===== config.mk =====
export PLATFORM = sky130hd
export DESIGN_NAME = ssd_scan_driver
export DESIGN_NICKNAME = d
export VERILOG_FILES = /design/src/rtl/ssd_scan_driver.sv
export SDC_FILE = /design/constraint.sdc
export NUM_CORES = 1
export LEC_CHECK = 0
export CAP_MARGIN = 25
export CORE_MARGIN = 1.5
export CORE_UTILIZATION = 40
export CTS_BUF_LIST = sky130_fd_sc_hd__clkbuf_2
export DETAILED_ROUTE_END_ITERATION = 7
export MAX_ROUTING_LAYER = met4
export PLACE_DENSITY_LB_ADDON = 0.15
export SLEW_MARGIN = 20
export SYNTH_ARGS = -nofsm -noshare
export SYNTH_HDL_FRONTEND = slang
export SYNTH_SLANG_ARGS = --single-unit

===== constraint.sdc =====
create_clock -name clk -period 4.48 [get_ports clk]
set_clock_uncertainty 0.15 [all_clocks]
set_input_delay 0.448 -clock clk [delete_from_list [all_inputs] [get_ports clk]]
set_output_delay 0.448 -clock clk [all_outputs]
set_load 0.02 [all_outputs]

===== src/rtl/ssd_scan_driver.sv =====
// Multiplexed seven-segment driver: sequential double-dabble BCD conversion plus glyph/message mode.
// Optional macro SSD_BRIGHTNESS_EN adds a 4-bit PWM brightness input gating the anode enables.
module ssd_scan_driver #(
  parameter int NUM_DIGITS = 8,
  parameter int VALUE_W    = 16,
  parameter int SCAN_DIV   = 17
) (
  input  logic                    clk,
  input  logic                    reset,
  input  logic [VALUE_W-1:0]      value,
  input  logic                    load,
  output logic                    busy,
  output logic                    ovf,
  input  logic                    blank_en,
  input  logic                    msg_en,
  input  logic [5*NUM_DIGITS-1:0] msg,
`ifdef SSD_BRIGHTNESS_EN
  input  logic [3:0]              brightness,
`endif
  output logic [NUM_DIGITS-1:0]   anode,
  output logic [6:0]              ssd_out
);

  localparam int IDX_W      = (NUM_DIGITS > 1) ? $clog2(NUM_DIGITS) : 1;
  localparam int SCR_DIGITS = (NUM_DIGITS > (VALUE_W + 2) / 3) ? NUM_DIGITS : (VALUE_W + 2) / 3;
  localparam int SCR_W      = 4 * SCR_DIGITS;
  localparam int CNT_W      = $clog2(VALUE_W + 1);
  localparam int DSP_W      = 4 * NUM_DIGITS;

  typedef enum logic [1:0] {
    ST_IDLE  = 2'd0,
    ST_SHIFT = 2'd1,
    ST_DONE  = 2'd2
  } conv_state_t;

  conv_state_t          state_r;
  logic [VALUE_W-1:0]   bin_r;
  logic [SCR_W-1:0]     scr_r;
  logic [SCR_W-1:0]     adj_s;
  logic [CNT_W-1:0]     cnt_r;
  logic [DSP_W-1:0]     bcd_r;
  logic                 ovf_s;
  logic [SCAN_DIV-1:0]  pre_r;
  logic [IDX_W-1:0]     idx_r;
  logic                 started_r;
  logic                 lead_zero_s;
  logic [4:0]           glyph_s;
  logic                 bright_on_s;
  logic [NUM_DIGITS-1:0] anode_s;

  function automatic logic [SCR_W-1:0] dabble_adjust(input logic [SCR_W-1:0] bcd);
    logic [SCR_W-1:0] res;
    res = bcd;
    for (int i = 0; i < SCR_DIGITS; i++) begin
      if (res[4*i +: 4] >= 4'd5) res[4*i +: 4] = res[4*i +: 4] + 4'd3;
      else                       res[4*i +: 4] = res[4*i +: 4];
    end
    return res;
  endfunction

  function automatic logic [6:0] glyph_seg(input logic [4:0] g);
    logic [6:0] seg;
    case (g)
      5'd0:    seg = 7'b0000001;
      5'd1:    seg = 7'b1001111;
      5'd2:    seg = 7'b0010010;
      5'd3:    seg = 7'b0000110;
      5'd4:    seg = 7'b1001100;
      5'd5:    seg = 7'b0100100;
      5'd6:    seg = 7'b0100000;
      5'd7:    seg = 7'b0001111;
      5'd8:    seg = 7'b0000000;
      5'd9:    seg = 7'b0000100;
      5'd10:   seg = 7'b1000100;
      5'd11:   seg = 7'b0001000;
      5'd12:   seg = 7'b1110001;
      5'd13:   seg = 7'b0000001;
      5'd14:   seg = 7'b0100100;
      5'd15:   seg = 7'b0110000;
      5'd16:   seg = 7'b1111110;
      default: seg = 7'b1111111;
    endcase
    return seg;
  endfunction

  // Overflow: any converted nibble beyond the displayed digits is nonzero
  always_comb begin
    adj_s = dabble_adjust(scr_r);
    ovf_s = 1'b0;
    for (int j = NUM_DIGITS; j < SCR_DIGITS; j++) begin
      if (scr_r[4*j +: 4] != 4'd0) ovf_s = 1'b1;
      else                         ovf_s = ovf_s;
    end
  end

  // Conversion FSM; display BCD only changes in DONE so the scan never tears
  always_ff @(posedge clk or posedge reset) begin
    if (reset) begin
      state_r <= ST_IDLE;
      busy    <= 1'b0;
      ovf     <= 1'b0;
      bin_r   <= '0;
      scr_r   <= '0;
      cnt_r   <= '0;
      bcd_r   <= '0;
    end else begin
      case (state_r)
        ST_IDLE: begin
          if (load) begin
            bin_r   <= value;
            scr_r   <= '0;
            cnt_r   <= '0;
            busy    <= 1'b1;
            state_r <= ST_SHIFT;
          end
        end
        ST_SHIFT: begin
          scr_r <= {adj_s[SCR_W-2:0], bin_r[VALUE_W-1]};
          bin_r <= {bin_r[VALUE_W-2:0], 1'b0};
          cnt_r <= cnt_r + CNT_W'(1);
          if (cnt_r == CNT_W'(VALUE_W - 1)) state_r <= ST_DONE;
        end
        ST_DONE: begin
          bcd_r   <= scr_r[DSP_W-1:0];
          ovf     <= ovf_s;
          busy    <= 1'b0;
          state_r <= ST_IDLE;
        end
        default: begin
          busy    <= 1'b0;
          state_r <= ST_IDLE;
        end
      endcase
    end
  end

  // Scan prescaler and digit index; the first slot after reset is a blank slot
  always_ff @(posedge clk or posedge reset) begin
    if (reset) begin
      pre_r     <= '0;
      idx_r     <= '0;
      started_r <= 1'b0;
    end else begin
      pre_r <= pre_r + SCAN_DIV'(1);
      if (pre_r == '1) begin
        if (!started_r)                             started_r <= 1'b1;
        else if (idx_r == IDX_W'(NUM_DIGITS - 1))   idx_r     <= '0;
        else                                        idx_r     <= idx_r + IDX_W'(1);
      end
    end
  end

`ifdef SSD_BRIGHTNESS_EN
  assign bright_on_s = (pre_r[SCAN_DIV-1 -: 4] < brightness);
`else
  assign bright_on_s = 1'b1;
`endif

  // Glyph selection: a digit is a leading zero when it and everything above it is zero
  always_comb begin
    lead_zero_s = (idx_r != '0);
    for (int j = 0; j < NUM_DIGITS; j++) begin
      if ((IDX_W'(j) >= idx_r) && (bcd_r[4*j +: 4] != 4'd0)) lead_zero_s = 1'b0;
      else                                                   lead_zero_s = lead_zero_s;
    end
    if (msg_en)                       glyph_s = msg[5*idx_r +: 5];
    else if (ovf)                     glyph_s = 5'd16;
    else if (blank_en && lead_zero_s) glyph_s = 5'd17;
    else                              glyph_s = {1'b0, bcd_r[4*idx_r +: 4]};
    anode_s        = '1;
    anode_s[idx_r] = ~bright_on_s;
  end

  // Registered pin drivers
  always_ff @(posedge clk or posedge reset) begin
    if (reset) begin
      anode   <= '1;
      ssd_out <= 7'h7F;
    end else if (!started_r) begin
      anode   <= '1;
      ssd_out <= 7'h7F;
    end else begin
      anode   <= anode_s;
      ssd_out <= glyph_seg(glyph_s);
    end
  end

endmodule


======== After elaboration in Yosys (flattened, before gate mapping) ========
Memories as Yosys holds them, arrays and structs flattened.
Index checks and enable logic that the tools add are counted.
word-level totals
  bits in registers ....................... 124
  input bits .............................. 61
  word-level logic and storage cells ...... 112
  output and inout bits ................... 17
  bits in read-only memories .............. 224
  memories kept ........................... 1
memory list
  name             depth  bits a word  rd ports  clocked after memory_dff  write ports  line  text
  (no name shown)  32     7            1         0                         0            63    case (g)
operators by class
  reduce and logical (&&, ||, !) cells .... 25
  multiplexer cells ....................... 34
  $lt $le $gt $ge ......................... 18
  multiply operators ...................... 1
  shifts and indexed selects .............. 2
  eq/ne operators ......................... 7
  add/subtract/negate cells ............... 11
  bitwise logic cells ..................... 2
operators with widths
  kind                                                                                  number
  32-bit case mux with 2 select lines                                                   1
  40-bit by 7-bit indexed part select with 5-bit output                                 1
  4-bit by 3-bit greater-or-equal comparator with 1-bit output (second input constant)  8
  32-bit 2-to-1 mux                                                                     1
  16-bit case mux with 2 select lines                                                   1
  4-bit nonzero test                                                                    8
  32-bit by 6-bit indexed part select with 4-bit output                                 1
  4-bit by 2-bit adder with 4-bit output (second input constant)                        7
  4-bit 2-to-1 mux                                                                      7
  17-bit by 1-bit adder with 17-bit output (second input constant)                      1
  17-bit == test (second input constant)                                                1
  16-bit 2-to-1 mux                                                                     1
  5-bit 2-to-1 mux                                                                      3
  3-bit greater-or-equal comparator (first input constant)                              4
  1-bit logical AND                                                                     10
  1-bit 2-to-1 mux                                                                      10
  5-bit case mux with 2 select lines                                                    1
  8-bit 2-to-1 mux                                                                      1
  8-bit NOT                                                                             1
  2-bit AND reduction                                                                   4
  7-bit 2-to-1 mux                                                                      1
  1-bit by 3-bit greater-or-equal comparator with 1-bit output (first input constant)   2
  2-bit by 3-bit greater-or-equal comparator with 1-bit output (first input constant)   2
  3-bit by 3-bit multiplier with 6-bit output (first input constant)                    1
  other kinds (19)                                                                      22

======== Depth between registers and ports, before layout ========
Gate-level depths: netlist of the first run.
An unclocked memory read counts as a cell.
  depth after elaboration ................. 15
  gate-level depth with buffers ........... 15

======== Least setup slack after synthesis of the first run ========
Ideal clock, no wire load.
  path type ............................... reg-to-reg
  start ................................... register idx_r[0]
  end ..................................... register ssd_out[3]
  data arrival time ....................... 2524 ps
  required time ........................... 4231 ps
  stages on the path, launching flop included .. 12
  clock period less this slack ............ 2772 ps
  setup slack ............................. 1708 ps
  library setup time ...................... 99 ps
  path through ............................ dfrtp_1 -> buf_2 -> buf_2 -> inv_1 -> ha_1 -> o31ai_2 -> a31oi_1 -> a32oi_1 -> inv_1 -> ha_1 -> mux2i_1 -> o221ai_1
between the ends
  longest elaborated chain between the ends .. 15
  elaborated cells between the ends (all ways) .. 33
ends and longest elaborated chain
  what                                                                                  line  text
  from (decl)                                                                           44    logic [IDX_W-1:0] idx_r;
  from (signal assigned)                                                                148   else idx_r <= idx_r + IDX_W'(1);
  branches (longest 12 deep; another with 3-bit by 3-bit multiplier with 6-bit output)  -
  5-bit 2-to-1 mux *                                                                    166   if (msg_en) glyph_s = msg[5*idx_r +: 5];
  memory read 32 x 7 bit *                                                              -
  7-bit 2-to-1 mux *                                                                    179   end else if (!started_r) begin
  to (signal assigned)                                                                  184   ssd_out <= glyph_seg(glyph_s);
  to (decl)                                                                             21    output logic [6:0] ssd_out
Mark *: on every way between the ends.
A chain may end at the register's enable or synchronous reset.

======== Final worst setup path of the first run ========
  start ................................... register idx_r[1]
  end ..................................... register ssd_out[0]
Same word-level chain as after synthesis.

==> impl_metrics.yaml, run 1 <==
drt:
  detail-route-antenna-nets: 0
  wl_per_cell_um: 15.8
  drtPass1Iterations: 5
  vias_per_cell: 5.32
  drt-total-wl_mm: 14.5
  routed-via-count: 4857
  drc_errors: 0
  drt_iter0_markers: 206
cts:
  cts_setup_buffers: 0
  cts_buffers: 17
  cts_root_buf: "clkbuf_2"
  clkLatencyLatePin_ps: 700
  cts_max_level: 4
  cts_resized: 0
  ctsLongestPathBuffers: 2
  cts_tree: "built"
  cts.sinks: 124
  path_clk_slew_ps: 200
  cts_hold_buf: 0
setup_path:
  crit_fanout: 24
  worstSetupStartpoint: "idx_r[1]"
  critical_path.endpoint_type: "flip-flop"
  path_class: "reg2reg"
  crit_required_ps: 4980
  reg2reg_from: "idx_r[1]"
  rrSetupSlack_ps: 1140
  worst_setup_path_start_kind: "flip-flop"
  arrival_ps: 3830
outcome:
  status: "finished clean"
power_and_ir_drop:
  p_seq_share_pct: 43.4
  comb_power_share_pct: 35.9
  p_sw_mw: 1.41
  clkPwrFrac_pct: 20.6
  leakagePower_nw: 3.37
  internal-power_mw: 2.37
  swShare_pct: 37.3
  vdd_drop_max_mv: 0.198
  power.density_nw_per_um2: 489
sta:
  setup_ws_ps: 1140
  max_freq_mhz: 300
  drv_slew: 0
  finalSetupTns_ps: 0
  period_needed_ps: 3340
  finalCritPeriodShare_pct: 74.5
  setup_viol: 0
  grt_setup_unrepaired: "false"
  tightestPinTransition_ps: 932
  hold_violations: 0
  relSlewSlack_pct: 37.9
global_route:
  grt_usage_pct: 18.7
  first_global_vias: 4805
  grt_max_degree: 68
  antenna_found_initial: 1
  gr-total-overflow: 0
  grt_pass1_wl_mm: 23.8
floorplanning:
  die_x_um: 130
  die_area_sq_um: 17000
  fp.coreArea_sq_um: 15900
  num_rows: 46
  start_util_pct: 40.9
  die_h_um: 130
  ios: 78
yosys:
  syn_area_sq_um: 6490
  ys_seq_elements: 124
  synthCells: 609
  yosys_warnings: 0
  synth-main-ff-cell: "dfrtp_1"
  ys_seq_area_share_pct: 48.1
  async_reset_ff_share_pct: 100
  synth.avg_cell_area_sq_um: 10.7
  synth_edf_count: 0
  synth_nets: 700
  synth_cell_types: 54
job:
  maxCapViolCount: 0
place:
  hpwl_mm: 10.2
  io_buffers: 76
  place_ws_ps: 1130
  place_congestion: 0.857
hold_path:
  min_path_type: "in2async"
finish:
  areaGrowthSynthToFinish_pct: 19.2
  nNetsFinal: 774
  drive_above_1_share_pct: 12.6
state kept, by name, indices dropped and copies added (netlist names):
signal	cells
anode	8
started_r	1
bin_r	16
state_r	2
idx_r	3
pre_r	17
bcd_r	32
ssd_out	7
scr_r	32
busy	1
cnt_r	5
through the flow:
step | util, % | hold WS [ps] | instances | power, mW | cell area (sq um)
2_1_floorplan | - | 288 | 609 | 2.61 | 6490
3_3_place_gp | 46.9 | 302 | 879 | 2.95 | 7450
3_5_place_dp | 46.9 | 309 | 879 | 3.02 | 7450
4_1_cts | 48.6 | 63.3 | 911 | 3.81 | 7720
5_1_grt | 48.7 | 57.6 | 913 | 4.09 | 7740
6_report | 48.7 | 103 | 913 | 3.79 | 7740
power groups by stage:
stage | Sequential, mW | Clock, mW | Combinational, mW
after floorplan | 1.57 | 0 | 1.04
after global placement | 1.67 | 0 | 1.28
after detailed placement | 1.68 | 0 | 1.33
after CTS | 1.66 | 0.809 | 1.34
after global routing | 1.68 | 0.869 | 1.54
final | 1.64 | 0.781 | 1.36
layer usage:
| layer | part of all wire (%) | track usage [%] | vias to the layer above |
|---|---|---|---|
| met5 | 0 | - | - |
| met4 | 1.8 | 6.92 | 0 |
| met3 | 6.2 | 5.01 | 23 |
| met2 | 46 | 29.9 | 133 |
| met1 | 46 | 22.8 | 2352 |
| li1 | - | - | 2349 |
synthesized netlist by cell type, types with 7 or more instances:
| library cell | number | area (sq um) |
|---|---|---|
| dfrtp_1 | 109 | 2730 |
| nand2_1 | 65 | 244 |
| o21ai_0 | 55 | 275 |
| a21oi_1 | 37 | 185 |
| ha_1 | 30 | 375 |
| inv_1 | 30 | 113 |
| clkbuf_1 | 23 | 86.3 |
| nor2_1 | 21 | 78.8 |
| xnor2_1 | 19 | 166 |
| mux2_2 | 17 | 191 |
| dfstp_2 | 15 | 394 |
| mux2i_1 | 15 | 150 |
| nand3_1 | 15 | 75.1 |
| and3b_1 | 13 | 114 |
| o22ai_1 | 13 | 81.3 |
| nand2b_1 | 12 | 75.1 |
| a32o_1 | 9 | 90.1 |
| mux4_2 | 8 | 180 |
| o31ai_1 | 8 | 60.1 |
| nor4_1 | 7 | 43.8 |
path summary, 6_finish.rpt:
kind / to / depth (start not counted)
setup / recovery: ssd_out[0] / 11
hold / removal: bcd_r[9] / 2
setup reg to reg: ssd_out[0] / 11
hold reg to reg: pre_r[5] / 1
max in group asynchronous: ssd_out[3] / 3
min in group clk: bin_r[0] / 2
cell families after synthesis:
logic type      after synthesis  synth area share [%]
compound gates              158                  15.6
xor+xnor                     25                  3.37
fa+ha+maj                    30                  5.78
buf+inv                      60                  3.85
flops                       124                  48.1
mux                          46                  10.5
other cells                   1                0.0578
simple gates                165                  12.8
cell type report:
class / count / area (sq um)
Antenna cell: 1 / 2.50
Clock buffer: 19 / 95.1
Clock inverter: 13 / 174
Fill cell: 1475 / 8150
Inverter: 30 / 115
Multi-Input combinational cell: 425 / 3120
Sequential cell: 124 / 3120
Tap cell: 216 / 270
Timing Repair Buffer: 85 / 836
placed cells by master (no fill, tap or decap), types with 4 or more instances in the layout:
cell / Yosys / routed
dfrtp_1: 109 / 109
clkdlybuf4s50_1: 0 / 76
nand2_1: 65 / 65
o21ai_0: 55 / 55
a21oi_1: 37 / 37
ha_1: 30 / 30
inv_1: 30 / 29
nor2_1: 21 / 21
xnor2_1: 19 / 19
clkbuf_2: 0 / 19
mux2_2: 17 / 17
nand3_1: 15 / 15
mux2i_1: 15 / 15
dfstp_2: 15 / 15
o22ai_1: 13 / 13
and3b_1: 13 / 13
nand2b_1: 12 / 12
a32o_1: 9 / 9
o31ai_1: 8 / 8
mux4_2: 8 / 8
buf_4: 4 / 8
nor4_1: 7 / 7
nor2b_1: 6 / 6
xor2_1: 6 / 6
mux4_1: 6 / 6
a22oi_1: 5 / 5
nor3_1: 5 / 5
nor3b_1: 4 / 4
a22o_1: 4 / 4
a21o_1: 4 / 4
and3_1: 4 / 4
nand4_1: 4 / 4
bufinv_16: 0 / 4
worst max-delay path: stages, from the launching register on:
cell and delay (ps):
dfrtp_1 990, and2_0 400, nand2b_1 100, a21oi_1 260, a31oi_1 160, a32oi_1 390, inv_1 160, ha_1 260
nand2_1 70, or3_1 100, nor3_1 40, a211oi_1 190
(Power assumes the default switching activity.)
==> run 2: changes to the inputs <==
==> constraint.sdc (replaced) <==
create_clock -name clk -period 2.8 [get_ports clk]
set_clock_uncertainty 0.15 [all_clocks]
set_input_delay 0.28 -clock clk [delete_from_list [all_inputs] [get_ports clk]]
set_output_delay 0.28 -clock clk [all_outputs]
set_load 0.02 [all_outputs]
==> run 2 against run 1 <==
Against the previous run:
- critical path type unchanged
- sequential power grew 60%
- power grew 68%
- highest routed layer unchanged
- die area is the same
- sequential share of layout area shrank 1.4 points
- utilization grew 1.8 points
- global-route usage is essentially flat
- clock power grew 90%
- worst setup slack lost 990 ps
==> impl_metrics.yaml, run 2 (synthesis gave the netlist of run 1 again) <==
floorplanning:
  die_h_um: 130
  die_area_sq_um: 17000
  ios: 78
  num_rows: 46
  start_util_pct: 40.9
  fp.coreArea_sq_um: 15900
  die_x_um: 130
cts:
  cts.sinks: 124
  path_clk_slew_ps: 190
  cts_root_buf: "clkbuf_2"
  cts_max_level: 4
  cts_buffers: 17
  cts_tree: "built"
  ctsLongestPathBuffers: 2
  clkLatencyLatePin_ps: 680
finish:
  mostFrequentLayoutCells: "dfrtp_1, clkdlybuf4s50_1, nand2_1"
  drive_above_1_share_pct: 16.2
  fill_cells: 1469
  fin_area_sq_um: 8020
  nNetsFinal: 795
  final_cells: 934
  layout_commonest_cell: "dfrtp_1"
  areaGrowthSynthToFinish_pct: 23.5
  top_regs: "bcd_r: 32 flops, scr_r: 32 flops, pre_r: 17 flops"
power_and_ir_drop:
  vdd_drop_max_mv: 0.379
  leakagePower_nw: 3.51
  power.density_nw_per_um2: 791
setup_path:
  worst_setup_path_start_kind: "flip-flop"
  arrival_ps: 3090
  crit_fanout: 6
  crit_required_ps: 3250
  critical_path.endpoint_type: "flip-flop"
  path_class: "reg2reg"
sta:
  max_freq_mhz: 378
  whs_ps: 103
  relSlewSlack_pct: 45.9
  tightestPinTransition_ps: 811
  setup_ws_ps: 153
  drv_slew: 0
  period_needed_ps: 2650
  setup_viol: 0
  hold_violations: 0
  finalCritPeriodShare_pct: 94.5
drt:
  drt_iter0_markers: 242
  vias_per_cell: 5.26
  drc_errors: 0
  drt-total-wl_mm: 14.7
  drtPass1Iterations: 4
  routed-via-count: 4916
  wl_per_cell_um: 15.8
  detail-route-antenna-nets: 0
global_route:
  gr-total-overflow: 0
  grt_usage_pct: 18.6
  first_global_vias: 4873
  antenna_found_initial: 1
  grt_max_degree: 125
  grt_pass1_wl_mm: 23.9
job:
  maxCapViolCount: 0
place:
  place_ws_ps: 34.1
  placed_area_sq_um: 7610
  io_buffers: 76
  hpwl_mm: 10.5
  place_congestion: 0.842
  dp.cells: 898
outcome:
  status: "finished clean"
hold_path:
  min_path_type: "in2reg"
==> run 2: stage by stage <==
stage	power [mW]	util (%)	setup TNS [ps]
2_1_floorplan	4.18	-	0
6_report	6.34	50.5	0
4_1_cts	6.34	50.1	0
3_5_place_dp	4.83	47.9	0
3_3_place_gp	4.73	47.9	0
5_1_grt	6.85	50.5	-0.107
==> run 2: final timing paths <==
path                            startpoint    endpoint  slack (ps)  cells after the start
worst max-delay path              idx_r[1]  ssd_out[0]         150                      9
worst min-delay path              value[8]    bin_r[8]         100                      3
worst max register to register    idx_r[1]  ssd_out[0]         150                      9
worst min register to register    pre_r[5]    pre_r[5]         330                      1
max in group asynchronous            reset    pre_r[2]        1450                      4
min in group asynchronous            reset    bcd_r[2]         490                      4
==> run 2: layout make-up <==
| class | count | area (sq um) | share of cell area (%) |
|---|---|---|---|
| well taps | 216 | 270 | 3.37 |
| clock buffers | 18 | 90.1 | 1.12 |
| diodes | 1 | 2.50 | 0.0312 |
| flip-flops and latches | 124 | 3120 | 38.9 |
| inverters | 30 | 116 | 1.45 |
| multi-input cells | 425 | 3180 | 39.6 |
| repair buffers | 106 | 998 | 12.4 |
| clock inverters | 14 | 243 | 3.03 |
==> run 2: worst max-delay path: stages, from the launching register on <==
cell,delay [ps]
dfrtp_2,490
mux4_1,600
a22o_1,270
a21o_1,190
inv_1,90
ha_1,200
nand2_1,60
or3_1,310
nor3_1,160
a211oi_1,60
==> run 2: what timing repair did <==
action,CTS,global route
resized for setup,0,10
hold buffers,1,0
endpoints found under the hold margin,91,0
endpoints found under the setup margin,0,6
setup buffers,0,2
==> run 2: routing by layer <==
metal  up-vias  global-route usage, %  wire (um)
met4         0                   5.69        132
met2       109                   30.9       7130
met5         -                      -          0
met1      2399                   22.7       6720
met3        10                   4.40        741
li1       2398                      -          -
==> run 2: where the power goes <==
group | switching [mW] | leakage (nW) | internal [mW]
Combinational | 1.20 | 1.74 | 1.03
Clock | 0.709 | 0.183 | 0.775
Sequential | 0.405 | 1.59 | 2.23
